File: config.mk
export PLATFORM = sky130hd
export DESIGN_NAME = rr_bus_scheduler_flat
export DESIGN_NICKNAME = d
export VERILOG_FILES = /design/src/rtl/rr_bus_scheduler_pkg.sv /design/src/rtl/rr_bus_scheduler_if.sv /design/src/rtl/rr_bus_scheduler_pick.sv /design/src/rtl/rr_bus_scheduler.sv /design/src/flat_wrapper.sv
export SDC_FILE = /design/constraint.sdc
export NUM_CORES = 1
export LEC_CHECK = 0
export CAP_MARGIN = 20
export CORE_AREA = 3 3 75 70
export DETAILED_ROUTE_END_ITERATION = 10
export DIE_AREA = 0 0 78 73
export PLACE_DENSITY = 0.82
export REMOVE_ABC_BUFFERS = 1
export SLEW_MARGIN = 20
export SYNTH_ARGS = -nofsm -noshare
export SYNTH_HDL_FRONTEND = slang
export SYNTH_SLANG_ARGS = --single-unit
File: constraint.sdc
create_clock -name CLK -period 4.85 [get_ports CLK]
set_input_delay 1.2125 -clock CLK [delete_from_list [all_inputs] [get_ports CLK]]
set_output_delay 1.2125 -clock CLK [all_outputs]
set_load 0.005 [all_outputs]
File: src/rtl/rr_bus_scheduler_pkg.sv
// Shared types and widths for the round-robin bus scheduler.
// The arbiter FSM encoding is 2 bits; counter widths are fixed by the design.
package rr_bus_scheduler_pkg;

  typedef enum logic [1:0] {
    ARB_IDLE  = 2'd0,
    ARB_GUARD = 2'd1,
    ARB_OWN   = 2'd2,
    ARB_DRAIN = 2'd3
  } arb_state_t;

  localparam int CNT_W  = 8;
  localparam int GCNT_W = 4;
  localparam int HO_W   = 32;

  // Increment that sticks at lim (unsigned compare).
  function automatic logic [CNT_W-1:0] sat_inc(input logic [CNT_W-1:0] v,
                                               input logic [CNT_W-1:0] lim);
    return (v >= lim) ? v : v + 1'b1;
  endfunction

endpackage

File: src/rtl/rr_bus_scheduler_if.sv
// Bundle of core-side request lines and scheduler-side grant/stall lines.
// slave = scheduler view, master = core/bus side that drives requests.
interface rr_bus_scheduler_if #(
  parameter int NCORES = 2,
  parameter int GW     = 3
);
  import rr_bus_scheduler_pkg::*;

  logic              w_init_done;
  logic [NCORES-1:0] w_req;
  logic [NCORES-1:0] w_idle;
  logic [NCORES-1:0] w_lock;
  logic              w_sys_busy;
  logic [GW-1:0]     w_grant;
  logic              w_grant_valid;
  logic [NCORES-1:0] w_busy;
  logic [HO_W-1:0]   w_handovers;
  arb_state_t        w_dbg_state;

  // Handshake: w_busy[i]=0 means core i may use the bus this cycle; the
  // mux follows w_grant whenever w_grant_valid=1. Requests are level-held.
  modport master (
    output w_init_done, w_req, w_idle, w_lock, w_sys_busy,
    input  w_grant, w_grant_valid, w_busy, w_handovers, w_dbg_state
  );

  modport slave (
    input  w_init_done, w_req, w_idle, w_lock, w_sys_busy,
    output w_grant, w_grant_valid, w_busy, w_handovers, w_dbg_state
  );

endinterface

File: src/rtl/rr_bus_scheduler_pick.sv
// Combinational round-robin finder: first requester after i_idx, i_idx itself last.
// NCORES is a power of two, so the wrap-around distance is a simple mask.
module rr_bus_scheduler_pick #(
  parameter int NCORES = 2,
  parameter int GW     = 3
) (
  input  logic [NCORES-1:0] i_req,
  input  logic [GW-1:0]     i_idx,
  output logic [GW-1:0]     o_pick,
  output logic              o_any
);

  logic [GW-1:0] w_dist;
  logic [GW-1:0] w_best;

  always_comb begin
    o_pick = i_idx;
    o_any  = 1'b0;
    w_best = '1;
    w_dist = '0;
    for (int i = 0; i < NCORES; i++) begin
      // Distance 0 is idx+1; idx itself lands on NCORES-1, i.e. scanned last.
      w_dist = (GW'(i) - i_idx - GW'(1)) & GW'(NCORES - 1);
      if (i_req[i] && (!o_any || (w_dist < w_best))) begin
        o_any  = 1'b1;
        w_best = w_dist;
        o_pick = GW'(i);
      end
    end
  end

endmodule

File: src/rtl/rr_bus_scheduler.sv
// Request-driven round-robin owner of the shared bus: FSM, quantum/guard
// counters, handover counter and the per-core busy (stall) decode.
module rr_bus_scheduler
  import rr_bus_scheduler_pkg::*;
#(
  parameter int NCORES  = 2,
  parameter int GW      = 3,
  parameter int QUANTUM = 2,
  parameter int GUARD   = 1
) (
  input  logic              CLK,
  input  logic              RST_X,
  rr_bus_scheduler_if.slave bus
);

  localparam arb_state_t ST_AFTER_PICK = (GUARD == 0) ? ARB_OWN : ARB_GUARD;

  arb_state_t          r_state, w_state_nxt;
  logic [GW-1:0]       r_grant, w_grant_nxt;
  logic [CNT_W-1:0]    r_cnt, w_cnt_nxt;
  logic [GCNT_W-1:0]   r_gcnt, w_gcnt_nxt;
  logic [HO_W-1:0]     r_handovers, w_handovers_nxt;

  logic [NCORES-1:0]   w_own_oh;
  logic [GW-1:0]       w_pick;
  logic                w_any;
  logic                w_own_req, w_own_idle, w_own_lock, w_others;
  logic                w_handover_cyc;
  logic                w_owner_busy;

  rr_bus_scheduler_pick #(.NCORES(NCORES), .GW(GW)) u_pick (
    .i_req  (bus.w_req),
    .i_idx  (r_grant),
    .o_pick (w_pick),
    .o_any  (w_any)
  );

  always_comb begin
    w_own_oh = '0;
    for (int i = 0; i < NCORES; i++) w_own_oh[i] = (r_grant == GW'(i));
  end

  assign w_own_req      = |(bus.w_req  & w_own_oh);
  assign w_own_idle     = |(bus.w_idle & w_own_oh);
  assign w_own_lock     = |(bus.w_lock & w_own_oh);
  assign w_others       = |(bus.w_req  & ~w_own_oh);
  assign w_handover_cyc = w_own_idle & ~w_own_lock & ~bus.w_sys_busy;

  // Whole register set freezes until memory init completes.
  always_ff @(posedge CLK) begin
    if (!RST_X) begin
      r_state     <= ARB_IDLE;
      r_grant     <= '0;
      r_cnt       <= '0;
      r_gcnt      <= '0;
      r_handovers <= '0;
    end else if (bus.w_init_done) begin
      r_state     <= w_state_nxt;
      r_grant     <= w_grant_nxt;
      r_cnt       <= w_cnt_nxt;
      r_gcnt      <= w_gcnt_nxt;
      r_handovers <= w_handovers_nxt;
    end
  end

  always_comb begin
    w_state_nxt     = r_state;
    w_grant_nxt     = r_grant;
    w_cnt_nxt       = r_cnt;
    w_gcnt_nxt      = r_gcnt;
    w_handovers_nxt = r_handovers;
    case (r_state)
      ARB_IDLE: begin
        if (w_any) begin
          w_grant_nxt = w_pick;
          w_state_nxt = ST_AFTER_PICK;
          w_cnt_nxt   = '0;
          w_gcnt_nxt  = '0;
          if (w_pick != r_grant) w_handovers_nxt = r_handovers + 1'b1;
        end
      end
      ARB_GUARD: begin
        if (r_gcnt >= GCNT_W'(GUARD - 1)) begin
          w_state_nxt = ARB_OWN;
          w_cnt_nxt   = '0;
          w_gcnt_nxt  = '0;
        end else begin
          w_gcnt_nxt = r_gcnt + 1'b1;
        end
      end
      ARB_OWN: begin
        w_cnt_nxt = sat_inc(r_cnt, CNT_W'(QUANTUM));
        if ((r_cnt == CNT_W'(QUANTUM - 1)) || !w_own_req) w_state_nxt = ARB_DRAIN;
      end
      ARB_DRAIN: begin
        // Another requester exists only if pick differs from the owner.
        if (w_handover_cyc) begin
          if (w_others) begin
            w_grant_nxt     = w_pick;
            w_handovers_nxt = r_handovers + 1'b1;
            w_state_nxt     = ST_AFTER_PICK;
            w_cnt_nxt       = '0;
            w_gcnt_nxt      = '0;
          end else if (w_own_req) begin
            w_state_nxt = ARB_OWN;
            w_cnt_nxt   = '0;
          end else begin
            w_state_nxt = ARB_IDLE;
          end
        end
      end
      default: w_state_nxt = ARB_IDLE;
    endcase
  end

  always_comb begin
    case (r_state)
      ARB_OWN:   w_owner_busy = bus.w_sys_busy;
      ARB_DRAIN: w_owner_busy = bus.w_sys_busy | w_handover_cyc;
      default:   w_owner_busy = 1'b1;
    endcase
    bus.w_busy = '1;
    if (bus.w_init_done) bus.w_busy = ~w_own_oh | {NCORES{w_owner_busy}};
    bus.w_grant_valid = (r_state == ARB_OWN) || (r_state == ARB_DRAIN);
  end

  assign bus.w_grant     = r_grant;
  assign bus.w_handovers = r_handovers;
  assign bus.w_dbg_state = r_state;

endmodule

File: src/flat_wrapper.sv
// flat-port wrapper written by rule: the top's interface ports become plain ports
module rr_bus_scheduler_flat import rr_bus_scheduler_pkg::*;
#(
  parameter int NCORES  = 2,
  parameter int GW      = 3,
  parameter int QUANTUM = 2,
  parameter int GUARD   = 1
)
  (CLK, RST_X, bus_w_init_done, bus_w_req, bus_w_idle, bus_w_lock, bus_w_sys_busy, bus_w_grant, bus_w_grant_valid, bus_w_busy, bus_w_handovers, bus_w_dbg_state);
  rr_bus_scheduler_if #(.NCORES(NCORES), .GW(GW)) bus_i ();
  input  logic CLK;
  input  logic RST_X;
  input wire logic [$bits(bus_i.w_init_done)-1:0] bus_w_init_done;
  input wire logic [$bits(bus_i.w_req)-1:0] bus_w_req;
  input wire logic [$bits(bus_i.w_idle)-1:0] bus_w_idle;
  input wire logic [$bits(bus_i.w_lock)-1:0] bus_w_lock;
  input wire logic [$bits(bus_i.w_sys_busy)-1:0] bus_w_sys_busy;
  output wire logic [$bits(bus_i.w_grant)-1:0] bus_w_grant;
  output wire logic [$bits(bus_i.w_grant_valid)-1:0] bus_w_grant_valid;
  output wire logic [$bits(bus_i.w_busy)-1:0] bus_w_busy;
  output wire logic [$bits(bus_i.w_handovers)-1:0] bus_w_handovers;
  output wire logic [$bits(bus_i.w_dbg_state)-1:0] bus_w_dbg_state;
  assign bus_i.w_init_done = bus_w_init_done;
  assign bus_i.w_req = bus_w_req;
  assign bus_i.w_idle = bus_w_idle;
  assign bus_i.w_lock = bus_w_lock;
  assign bus_i.w_sys_busy = bus_w_sys_busy;
  assign bus_w_grant = bus_i.w_grant;
  assign bus_w_grant_valid = bus_i.w_grant_valid;
  assign bus_w_busy = bus_i.w_busy;
  assign bus_w_handovers = bus_i.w_handovers;
  assign bus_w_dbg_state = bus_i.w_dbg_state;
  rr_bus_scheduler #(.NCORES(NCORES), .GW(GW), .QUANTUM(QUANTUM), .GUARD(GUARD)) u_core (.CLK(CLK), .RST_X(RST_X), .bus(bus_i));
endmodule
# --- Word level (Yosys, flattened, before mapping) ---
# Index checks and enable logic that the tools add are counted.
# Widths: inputs -> output; s select.
totals:
  ff_bits: 49
  output_inout_bits: 40
  elab_cells: 94
classes:
  addsub: 7
  magnitude_cmp: 3
  n_eq_ne: 14
  n_mux: 35
  bitwise_logic: 11
  n_reduce_logical: 19
ops:
  columns: ["cell", "count"]
  rows:
  - ["$mux 32", 4]
  - ["$pmux 32 s2", 1]
  - ["$mux 8", 6]
  - ["$add 32x1->32 const B", 1]
  - ["$pmux 8 s4", 1]
  - ["$mux 3", 6]
  - ["$mux 4", 4]
  - ["$reduce_and 5->1", 3]
  - ["$mux 2", 7]
  - ["$pmux 4 s3", 1]
  - ["$reduce_and 6->1", 2]
  - ["$ne 2x1->1 const B", 5]
  - ["$add 8x1->8 const B", 1]
  - ["$and 2x2->2", 4]
  - ["$eq 8x1->1 const B", 1]
  - ["$ge 8x2->1 const B", 1]
  - ["$pmux 2 s4", 1]
  - ["$reduce_or 2->1", 4]
  - ["$pmux 3 s2", 1]
  - ["$add 4x1->4 const B", 1]
  - ["$eq 2x2->1 const B", 2]
  - ["$ge 4x1->1 const B", 1]
  - ["$ne 2x2->1 const B", 2]
  - ["$eq 3x1->1 const B", 1]
  - ["other kinds (20)", 28]

# --- Logic depth before layout (Yosys ltp) ---
# Gate-level depths: netlist of run 1.
logic_depth:
  ltp_word: 11
  depth_mapped: 9
  ltp_nobuf: 7

# --- Modules after synthesis ---
# Synthesis of run 1 repeated with hierarchy kept, for this count alone.
hier_totals:
  hier_cells: 292
  hier_area_um2: 2426.1
modules_own_cells:
  columns: ["mod", "n_inst", "cells_each", "area_each_um2", "seq_area_each_um2"]
  rows:
  - ["rr_bus_scheduler", 1, 285, 2383.5, 900.9]
  - ["rr_bus_scheduler_pick", 1, 7, 42.5, 0.0]

# --- Worst setup path before layout of run 1 ---
# Ideal clock, no wire load.
synth_path:
  path_type: "input -> output"
  startpoint: "input port bus_w_lock[1]"
  endpoint: "output port bus_w_busy[1]"
  arrival_time_ps: 2006
  setup_slack_ps: 1632
  stages: 5
  path_buffers: 0
  cell_sequence: "and3b_1 nor3_1 a21oi_1 nor4b_1 nand2_1"
synth_between:
  elab_chain_cells: 9
synth_lines:
  columns: ["item", "line_no", "source"]
  rows:
  - ["from (decl)", "flat_wrapper.sv:16", "input wire logic [$bits(bus_i.w_lock)-1:0] bus_w_lock;"]
  - ["$and 2x2->2", "rr_bus_scheduler.sv:45", "assign w_own_lock = |(bus.w_lock & w_own_oh);"]
  - ["$reduce_or 2->1", "rr_bus_scheduler.sv:45", null]
  - ["$not 1->1", "rr_bus_scheduler.sv:47", "assign w_handover_cyc = w_own_idle & ~w_own_lock & ~bus.w_sys_busy;"]
  - ["$and 1x1->1 (2 in series)", "rr_bus_scheduler.sv:47", null]
  - ["$or 1x1->1", "rr_bus_scheduler.sv:119", "ARB_DRAIN: w_owner_busy = bus.w_sys_busy | w_handover_cyc;"]
  - ["$pmux 1 s2", "rr_bus_scheduler.sv:117", "case (r_state)"]
  - ["$or 2x2->2", "rr_bus_scheduler.sv:123", "if (bus.w_init_done) bus.w_busy = ~w_own_oh | {NCORES{w_owner_busy}};"]
  - ["$mux 2", "rr_bus_scheduler.sv:123", null]
  - ["to (decl)", "flat_wrapper.sv:20", "output wire logic [$bits(bus_i.w_busy)-1:0] bus_w_busy;"]
# Every way passes these cells.

# --- Final worst setup path of run 1 ---
layout_path:
  startpoint: "input port bus_w_lock[1]"
  endpoint: "output port bus_w_busy[0]"
# The elaborated chain is that of the path after synthesis.

==> impl_metrics.tcl, run 1 <==
set metrics [dict create \
    run_status "complete, no violations" \
    slowest_delay_ps 470 \
    cpMaxStageDelayCell "clkdlybuf4s50_1" \
    multi_input_area_mm2 0.00150 \
    power.share.clock_pct 37.4 \
    drtIter0Drc 146 \
    num-nets-final 360 \
    setup_violations 0 \
    die_y_um 73 \
    cts_setup_buffers 0 \
    drtPass1Iterations 4 \
    p_comb_share_pct 13.5 \
    hold_viol 0 \
    grt_usage_pct 23.9 \
    yosysUniqueCellTypes 55 \
    required_ps 3640 \
    worst_slew_pin_slew_ps 889 \
    antennaDiodeCount 0 \
    grt_max_degree 26 \
    synthArstFlopShare_pct 0 \
    die_x_um 78 \
    hpwlAfterDp_um 4510 \
    dieArea_mm2 0.00569 \
    drive_gt1_share_pct 6.41 \
    start_kind "input port" \
    syn_inst 295 \
    critPathMaxFanout 3 \
    synthTopCellsByArea "dfxtp_1, nand2_1, a21oi_1" \
    crit_path_end_kind "output port" \
    yosysMostFrequentCell "dfxtp_1" \
    grt_setup_unrepaired "no" \
    cts_tree "built" \
    rr_endpoint "u_core.bus.w_handovers[24]$_SDFFE_PN0P_" \
    synth_ff_type "dfxtp_1" \
    slew_viol_final 0 \
    hp-class "flop to flop" \
    rrSetupSlack_ps 2110 \
    netlist_area_mm2 0.00249 \
    vias_per_cell 6.01 \
    synth_edf_count 0 \
    cts_sinks 45 \
    cts_buffers 5 \
    relSlewSlack_pct 40.6 \
    drc 0 \
    crit_path_cell_trace "clkdlybuf4s50_1, and3b_1, nor3_1, a21oi_1, nor4b_1, nand2b_1, clkdlybuf4s50_1" \
    synth_top_area_cell "dfxtp_1" \
    areaGrowthSynthToFinish_pct 26.3 \
    ant_nets 0 \
    drv_cap 0 \
    post-route-period-util_pct 87.7 \
    cts_buffer_depth 2 \
    grt_pass1_wl_um 11000 \
    wl_per_cell_um 15.7 \
    cp.arrival_ps 3040 \
    synth_top_area_share_pct 36.2 \
    clkLatencyLatePin_ps 290 \
    coreArea_mm2 0.00449 \
    pre_cts_ws_ps 619 \
    power_frac_seq_pct 49.1 \
    synth_area_per_cell_um2 8.44 \
    p_total_w 0.000781 \
    crit_type "input port to output port" \
    vias 2434 \
    start_util_pct 55.4 \
    fmax_mhz 235 \
    clkTransAtPathRegs_ps 80 \
    ir_worst_vdd_mv 0.181 \
    num_rows 23 \
    netSwitchingPower_w 0.000195 \
    fill_cells 395 \
    grt_pass1_vias 2346 \
    p_sw_share_pct 24.9 \
    cts_resized 0 \
    min_to "u_core.r_cnt[7]$_SDFFE_PN0P_" \
    synthTopCellsByCount "dfxtp_1, nand2_1, a21oi_1" \
    clock_skew_ps 7.76 \
    placed_cell_area_mm2 0.00303 \
    stdcell_area_mm2 0.00314 \
    cts_hold_buf 0 \
    root_buffer "clkbuf_8" \
    seqCellArea_um2 901 \
    pin_count 50 \
    p_leak_nw 1.06 \
    routed_wl_um 6350 \
    regToRegStartpoint "u_core.bus.w_dbg_state[1]$_SDFFE_PN0P_" \
    r2r_cells 7 \
    internal-power_w 0.000587 \
    hold_depth 1 \
    antenna_found_initial 0 \
    grt_overflow 0 \
    htreeDepth 2 \
    fin_ws_ps 598 \
    power_density_mw_per_mm2 248 \
    min_from "u_core.r_cnt[7]$_SDFFE_PN0P_" \
    synth-seq-cells 45 \
    setup-tns-final_ps 0 \
    ys_warn_count 0 \
    gp_congestion 0.890 \
    min_period_ps 4250 \
    crit_top_cell "clkdlybuf4s50_1" \
    portBuffers 49 \
    ys_seq_area_share_pct 36.2 \
]
-- cell families after synthesis --
logic type / Yosys count / share of synthesized area [%]
flip-flops: 45 / 36.2
buffers and inverters: 23 / 3.72
XOR/XNOR: 6 / 2.11
AND/OR/NAND/NOR: 124 / 28.4
AO/OA/AOI/OAI: 85 / 23.9
multiplexers: 4 / 1.66
adder cells (fa/ha/maj): 8 / 4.02
-- registers in the layout (all words and copies together), names as in the netlist --
signal	count
u_core.bus.w_handovers	32
u_core.r_cnt	8
u_core.bus.w_grant	3
u_core.bus.w_dbg_state	2
-- layer usage --
layer	up-vias	part of all wire, %	global-route usage (%)
met2	60	47	39.6
met4	0	0.80	6.21
met1	1158	47	32.0
met3	5	5.3	4.69
li1	1211	-	-
met5	-	0	0
-- worst max-delay path by stage --
stage | slack (ps) | depth (start not counted) | from | to
finish | 600 | 7 | bus_w_lock[1] | bus_w_busy[0]
global route | 480 | 7 | bus_w_lock[1] | bus_w_busy[0]
CTS | 600 | 7 | bus_w_lock[1] | bus_w_busy[0]
detailed placement | 620 | 7 | bus_w_lock[1] | bus_w_busy[0]
global placement | 680 | 7 | bus_w_lock[1] | bus_w_busy[1]
floorplan | 1630 | 5 | bus_w_lock[1] | bus_w_busy[1]
-- area by class of cell --
| cell class | instances | area share (%) |
|---|---|---|
| Inverter | 11 | 1.31 |
| Sequential cell | 45 | 28.7 |
| Multi-Input combinational cell | 227 | 47.6 |
| Clock buffer | 7 | 2.75 |
| Tap cell | 62 | 2.47 |
| Timing Repair Buffer | 52 | 16.3 |
| Clock inverter | 1 | 0.955 |
-- cells in the final DEF (no fill, tap or decap), types with 5 or more instances in the layout --
cell type / instances
a21oi_1: 21
dfxtp_1: 45
nor2_1: 18
clkbuf_8: 6
ha_1: 8
o21a_1: 7
clkdlybuf4s50_1: 49
o21ai_0: 13
and2_1: 5
nand4_1: 9
or3_1: 9
and4_1: 6
nand2_1: 30
inv_1: 9
or4_1: 5
nor3_1: 5
nor4_1: 6
o31ai_1: 7
and3_1: 6
nand3_1: 7
-- power groups by stage --
stage | Combinational [W] | Clock, W | Sequential (W)
3_5_place_dp | 0.000104 | 0 | 0.000392
2_1_floorplan | 0.0000630 | 0 | 0.000390
5_1_grt | 0.000115 | 0.000315 | 0.000385
6_report | 0.000105 | 0.000293 | 0.000383
4_1_cts | 0.000105 | 0.000298 | 0.000383
3_3_place_gp | 0.000101 | 0 | 0.000392
-- worst max-delay path: cells and delay by family --
| kind | cells | cell delay (ps) |
|---|---|---|
| AOI/OAI and AO/OA | 1 | 60 |
| and+or+nand+nor | 4 | 830 |
| buffers and inverters | 2 | 940 |
-- through the flow --
stage | hold WS (ps) | util, % | instances
after detailed placement | 467 | 67.4 | 397
final | 492 | 70.0 | 405
after global routing | 508 | 70.0 | 405
after global placement | 471 | 67.4 | 397
after CTS | 494 | 70.0 | 405
after floorplan | 441 | - | 283
(Power assumes the default switching activity.)
==> run 2, diff against run 1 <==
--- a/config.mk
+++ b/config.mk
@@ -15,3 +15,4 @@
 export SYNTH_ARGS = -nofsm -noshare
 export SYNTH_HDL_FRONTEND = slang
 export SYNTH_SLANG_ARGS = --single-unit
+export TNS_END_PERCENT = 30
==> constraint.sdc (replaced) <==
create_clock -name CLK -period 4.85 [get_ports CLK]
set_input_delay 0.7275 -clock CLK [delete_from_list [all_inputs] [get_ports CLK]]
set_output_delay 0.7275 -clock CLK [all_outputs]
set_load 0.005 [all_outputs]
==> impl_metrics.tcl, run 2 (synthesized netlist as in run 1, its figures left out) <==
set metrics [dict create \
    pin_count 50 \
    start_kind "input port" \
    antennaDiodeCount 0 \
    grt_max_degree 26 \
    post-route-period-util_pct 67.3 \
    grt_usage_pct 22.7 \
    worst_slew_pin_slew_ps 888 \
    wl_met1_um 2960 \
    setup_violations 0 \
    start_util_pct 55.4 \
    min_period_ps 3260 \
    num_rows 23 \
    gp_congestion 0.921 \
    fmax_mhz 306 \
    hpwlAfterDp_um 4510 \
    die_y_um 73 \
    root_buffer "clkbuf_8" \
    internal-power_w 0.000513 \
    grt_setup_unrepaired "no" \
    cpMaxStageDelayCell "clkdlybuf4s50_1" \
    slowest_delay_ps 460 \
    path_buf_inv 2 \
    drv_cap 0 \
    ant_nets 0 \
    drtPass1Iterations 4 \
    crit_type "input port to output port" \
    p_comb_share_pct 14.7 \
    final_cell_mix "clkdlybuf4s50_1, dfxtp_1, nand2_1, a21oi_1, nor2_1" \
    wl_per_cell_um 15.4 \
    clock_skew_ps 2.47 \
    cp_top_family "buffers and inverters" \
    crit_path_end_kind "output port" \
    dr_wl_met3_um 277 \
    dieArea_mm2 0.00569 \
    crit_top_cell "clkdlybuf4s50_1" \
    num-nets-final 359 \
    p_leak_nw 1.03 \
    final_util_pct 68.9 \
    wl_met2_um 2890 \
    slew_viol_final 0 \
    cts_resized 0 \
    power_frac_seq_pct 54.3 \
    drive_gt1_share_pct 5.88 \
    critPathMaxFanout 3 \
    relSlewSlack_pct 40.7 \
    power.share.clock_pct 31.0 \
    areaGrowthSynthToFinish_pct 24.3 \
    required_ps 4120 \
    ir_worst_vdd_mv 0.177 \
    hold_viol 0 \
    netSwitchingPower_w 0.000193 \
    cts_sinks 45 \
    stdcell_count 402 \
    portBuffers 49 \
    largest_reg_flops 32 \
    power_density_mw_per_mm2 228 \
    cp.arrival_ps 2540 \
    cts_setup_buffers 0 \
    htreeDepth 2 \
    coreArea_mm2 0.00449 \
    grt_overflow 0 \
    clkTransAtPathRegs_ps 80 \
    dpl.cell_count 396 \
    antenna_found_initial 0 \
    p_sw_share_pct 27.3 \
    hp-class "flop to flop" \
    grt_pass1_vias 2270 \
    grt_pass1_wl_um 10500 \
    die_x_um 78 \
    vias 2395 \
    final_common_cell "clkdlybuf4s50_1" \
    cts_hold_buf 0 \
    cts_tree "built" \
    cts_buffers 5 \
    crit_path_cell_trace "clkdlybuf4s50_1, and3b_1, nor3_1, a21oi_1, nor4b_1, nand2b_1, clkdlybuf4s50_1" \
    drc 0 \
    run_status "complete, no violations" \
    routed_wl_um 6200 \
    setup-tns-final_ps 0 \
    vias_per_cell 5.96 \
    highest_layer "met4" \
    cts_buffer_depth 2 \
    clkLatencyLatePin_ps 300 \
    drtIter0Drc 123 \
]
## run 2: power groups by stage
stage / combinational [W] / clock (W) / sequential, W
global placement: 0.000100 / 0 / 0.000391
floorplan: 0.0000630 / 0 / 0.000390
finish: 0.000104 / 0.000219 / 0.000383
global route: 0.000114 / 0.000236 / 0.000385
CTS: 0.000104 / 0.000221 / 0.000383
detailed placement: 0.000103 / 0 / 0.000392
## run 2: worst paths after layout
kind / from / end / slack, ps / cells past startpoint
worst max-delay path: bus_w_lock[1] / bus_w_busy[0] / 1590 / 7
worst min-delay path: u_core.r_cnt[6]$_SDFFE_PN0P_ / u_core.r_cnt[6]$_SDFFE_PN0P_ / 480 / 2
worst max register to register: u_core.bus.w_dbg_state[1]$_SDFFE_PN0P_ / u_core.bus.w_handovers[24]$_SDFFE_PN0P_ / 2090 / 7
worst min register to register: u_core.r_cnt[6]$_SDFFE_PN0P_ / u_core.r_cnt[6]$_SDFFE_PN0P_ / 480 / 2
## run 2: area by class of cell
cell class / instances / area, um^2
multi-input cells: 227 / 1500
fillers: 402 / 1400
flip-flops and latches: 45 / 901
repair buffers: 51 / 505
well taps: 62 / 77.6
clock buffers: 5 / 68.8
inverters: 11 / 41.3
clock inverters: 1 / 5.00
## run 2: worst min-delay path, cell delays in order, from the launching register on
cell and delay (ps):
dfxtp_1 340, a41oi_1 50, nor2_1 70
## run 2: layer usage
| metal | up-vias | track usage, % |
|---|---|---|
| met2 | 54 | 38.0 |
| met1 | 1133 | 29.5 |
| met5 | - | 0 |
| li1 | 1198 | - |
| met4 | 0 | 6.60 |
| met3 | 10 | 5.19 |
## run 2: metrics by stage
stage          hold WS [ps]  cell area [um^2]  power (W)  setup WS, ps
2_1_floorplan           441              2440   0.000453          2490
5_1_grt                 498              3090   0.000735          1410
3_3_place_gp            471              3020   0.000491          1640
4_1_cts                 486              3090   0.000709          1570
6_report                485              3090   0.000706          1590
3_5_place_dp            467              3020   0.000495          1560
==> run 3, diff against run 2 <==
--- a/config.mk
+++ b/config.mk
@@ -6,10 +6,10 @@
 export NUM_CORES = 1
 export LEC_CHECK = 0
 export CAP_MARGIN = 20
-export CORE_AREA = 3 3 75 70
+export CORE_AREA = 3 3 82 76
 export DETAILED_ROUTE_END_ITERATION = 10
-export DIE_AREA = 0 0 78 73
-export PLACE_DENSITY = 0.82
+export DIE_AREA = 0 0 85 79
+export PLACE_DENSITY = 0.73
 export REMOVE_ABC_BUFFERS = 1
 export SLEW_MARGIN = 20
 export SYNTH_ARGS = -nofsm -noshare
==> constraint.sdc (replaced) <==
create_clock -name CLK -period 2.6 [get_ports CLK]
set_input_delay 0.39 -clock CLK [delete_from_list [all_inputs] [get_ports CLK]]
set_output_delay 0.39 -clock CLK [all_outputs]
set_load 0.005 [all_outputs]
==> impl_metrics.tcl, run 3 (synthesized netlist as in run 1, its figures left out) <==
set metrics [dict create \
    run_status "complete, no violations" \
    required_ps 2210 \
    cp.arrival_ps 2080 \
    die_y_um 79 \
    crit_type "input port to output port" \
    crit_path_cell_trace "clkdlybuf4s50_1, and3b_1, nor3_2, a21oi_1, nor4b_2, nand2b_1, clkdlybuf4s50_1" \
    clock_skew_ps 6.26 \
    antennaDiodeCount 0 \
    hold_viol 0 \
    hpwlAfterDp_um 4590 \
    r2r_cells 8 \
    min_period_ps 2470 \
    slew_viol_final 0 \
    vias 2432 \
    rr_endpoint "u_core.bus.w_handovers[14]$_SDFFE_PN0P_" \
    areaGrowthSynthToFinish_pct 30.6 \
    final_cell_mix "clkdlybuf4s50_1, dfxtp_1, nand2_1, a21oi_1, nor2_1" \
    portBuffers 49 \
    relSlewSlack_pct 63.7 \
    power_density_mw_per_mm2 458 \
    cts_tree "built" \
    vias_per_cell 5.80 \
    root_buffer "clkbuf_8" \
    regToRegStartpoint "u_core.bus.w_dbg_state[0]$_SDFFE_PN0P_" \
    pin_count 50 \
    rrSetupSlack_ps 240 \
    p_leak_nw 1.10 \
    num_rows 25 \
    drtPass1Iterations 4 \
    drtIter0Drc 114 \
    die_x_um 85 \
    largest_reg_flops 32 \
    start_util_pct 46.5 \
    fmax_mhz 405 \
    drc 0 \
    crit_start "bus_w_lock[1]" \
    stdcell_count 419 \
    cts_buffer_depth 2 \
    num-nets-final 369 \
    dieArea_mm2 0.00672 \
    drv_cap 0 \
    cpMaxStageDelayCell "clkdlybuf4s50_1" \
    path_buf_inv 2 \
    critPathMaxFanout 2 \
    cp_top_family "buffers and inverters" \
    dpl.cell_count 411 \
    grt_overflow 0 \
    antenna_found_initial 0 \
    cts_buffers 5 \
    cts_hold_buf 0 \
    crit_path_end_kind "output port" \
    gp_congestion 0.855 \
    routed_wl_um 6230 \
    setup_violations 0 \
    grt_max_degree 25 \
    clkTransAtPathRegs_ps 80 \
    final_common_cell "clkdlybuf4s50_1" \
    slowest_delay_ps 440 \
    grt_pass1_wl_um 10600 \
    whs_ps 490 \
    grt_usage_pct 19.2 \
    crit_cells 7 \
    start_kind "input port" \
    grt_pass1_vias 2254 \
    wl_per_cell_um 14.9 \
    post-route-period-util_pct 94.9 \
    drive_gt1_share_pct 11.4 \
    clkLatencyLatePin_ps 300 \
    crit_top_cell "clkdlybuf4s50_1" \
    hp-class "flop to flop" \
    fill_cells 490 \
    htreeDepth 2 \
    ir_worst_vdd_mv 0.230 \
    ant_nets 0 \
    crit_path_end "bus_w_busy[0]" \
    worst_slew_pin_slew_ps 543 \
    cts_sinks 45 \
    coreArea_mm2 0.00535 \
]
[run 3: cell types whose count changed in the layout (fill, tap and decap cells not counted), sizes merged]
cell,before,now
clkinv,2,1
dlymetal6s2s,0,1
bufinv,0,1
clkinvlp,0,1
clkbuf,5,6
clkdlybuf4s50,49,48
buf,2,12
[run 3: metal layers]
metal  wire, um  part of all wire, %  global-route usage (%)
met1       3040                   49                    26.0
met2       2800                   45                    30.4
met3        279                  4.5                    3.84
met4        108                  1.7                    6.49
met5          0                    0                       0
[run 3: power by group]
group          switching, W  internal (W)  leakage, nW  total (W)
clock network      0.000247      0.000313       0.0574   0.000560
logic              0.000118     0.0000979        0.680   0.000216
registers         0.0000166      0.000699        0.364   0.000715
total              0.000381       0.00111         1.10    0.00149
[run 3: cell type report]
type / instances / area (um^2) / area share, %
sequential: 45 / 907 / 27.9
multi-input combinational: 227 / 1520 / 46.6
inverter: 11 / 41.3 / 1.27
clock inverter: 2 / 37.5 / 1.15
clock buffer: 6 / 82.6 / 2.54
tap: 67 / 83.8 / 2.58
timing repair buffer: 61 / 583 / 17.9
[run 3: how the worst min path moves through the flow]
stage                                                  start                            endpoint  cells past startpoint
after global placement          u_core.r_cnt[6]$_SDFFE_PN0P_        u_core.r_cnt[6]$_SDFFE_PN0P_                      2
after CTS                       u_core.r_cnt[7]$_SDFFE_PN0P_        u_core.r_cnt[7]$_SDFFE_PN0P_                      1
after floorplan                 u_core.r_cnt[6]$_SDFFE_PN0P_        u_core.r_cnt[6]$_SDFFE_PN0P_                      2
after global routing      u_core.bus.w_grant[2]$_SDFFE_PN0P_  u_core.bus.w_grant[2]$_SDFFE_PN0P_                      1
after detailed placement        u_core.r_cnt[7]$_SDFFE_PN0P_        u_core.r_cnt[7]$_SDFFE_PN0P_                      1
final                     u_core.bus.w_grant[1]$_SDFFE_PN0P_  u_core.bus.w_grant[1]$_SDFFE_PN0P_                      1
[run 3: through the flow]
stage          total power, W  setup slack (ps)  instance area [um^2]  utilization (%)  TNS, ps
5_1_grt               0.00155             -28.2                  3250             60.8    -29.5
4_1_cts               0.00150            0.0295                  3230             60.4        0
6_report              0.00149               134                  3250             60.8        0
3_3_place_gp         0.000937              39.5                  3100             58.0        0
2_1_floorplan        0.000845               240                  2440                -        0
3_5_place_dp         0.000942              34.5                  3100             58.0        0
[run 3: what timing repair did]
| action | 4_1_cts | 5_1_grt |
|---|---|---|
| setup endpoints to repair | 2 | 7 |
| setup buffers | 0 | 0 |
| pin swaps | 0 | 1 |
| resized for setup | 1 | 9 |
| cloned | 0 | 0 |
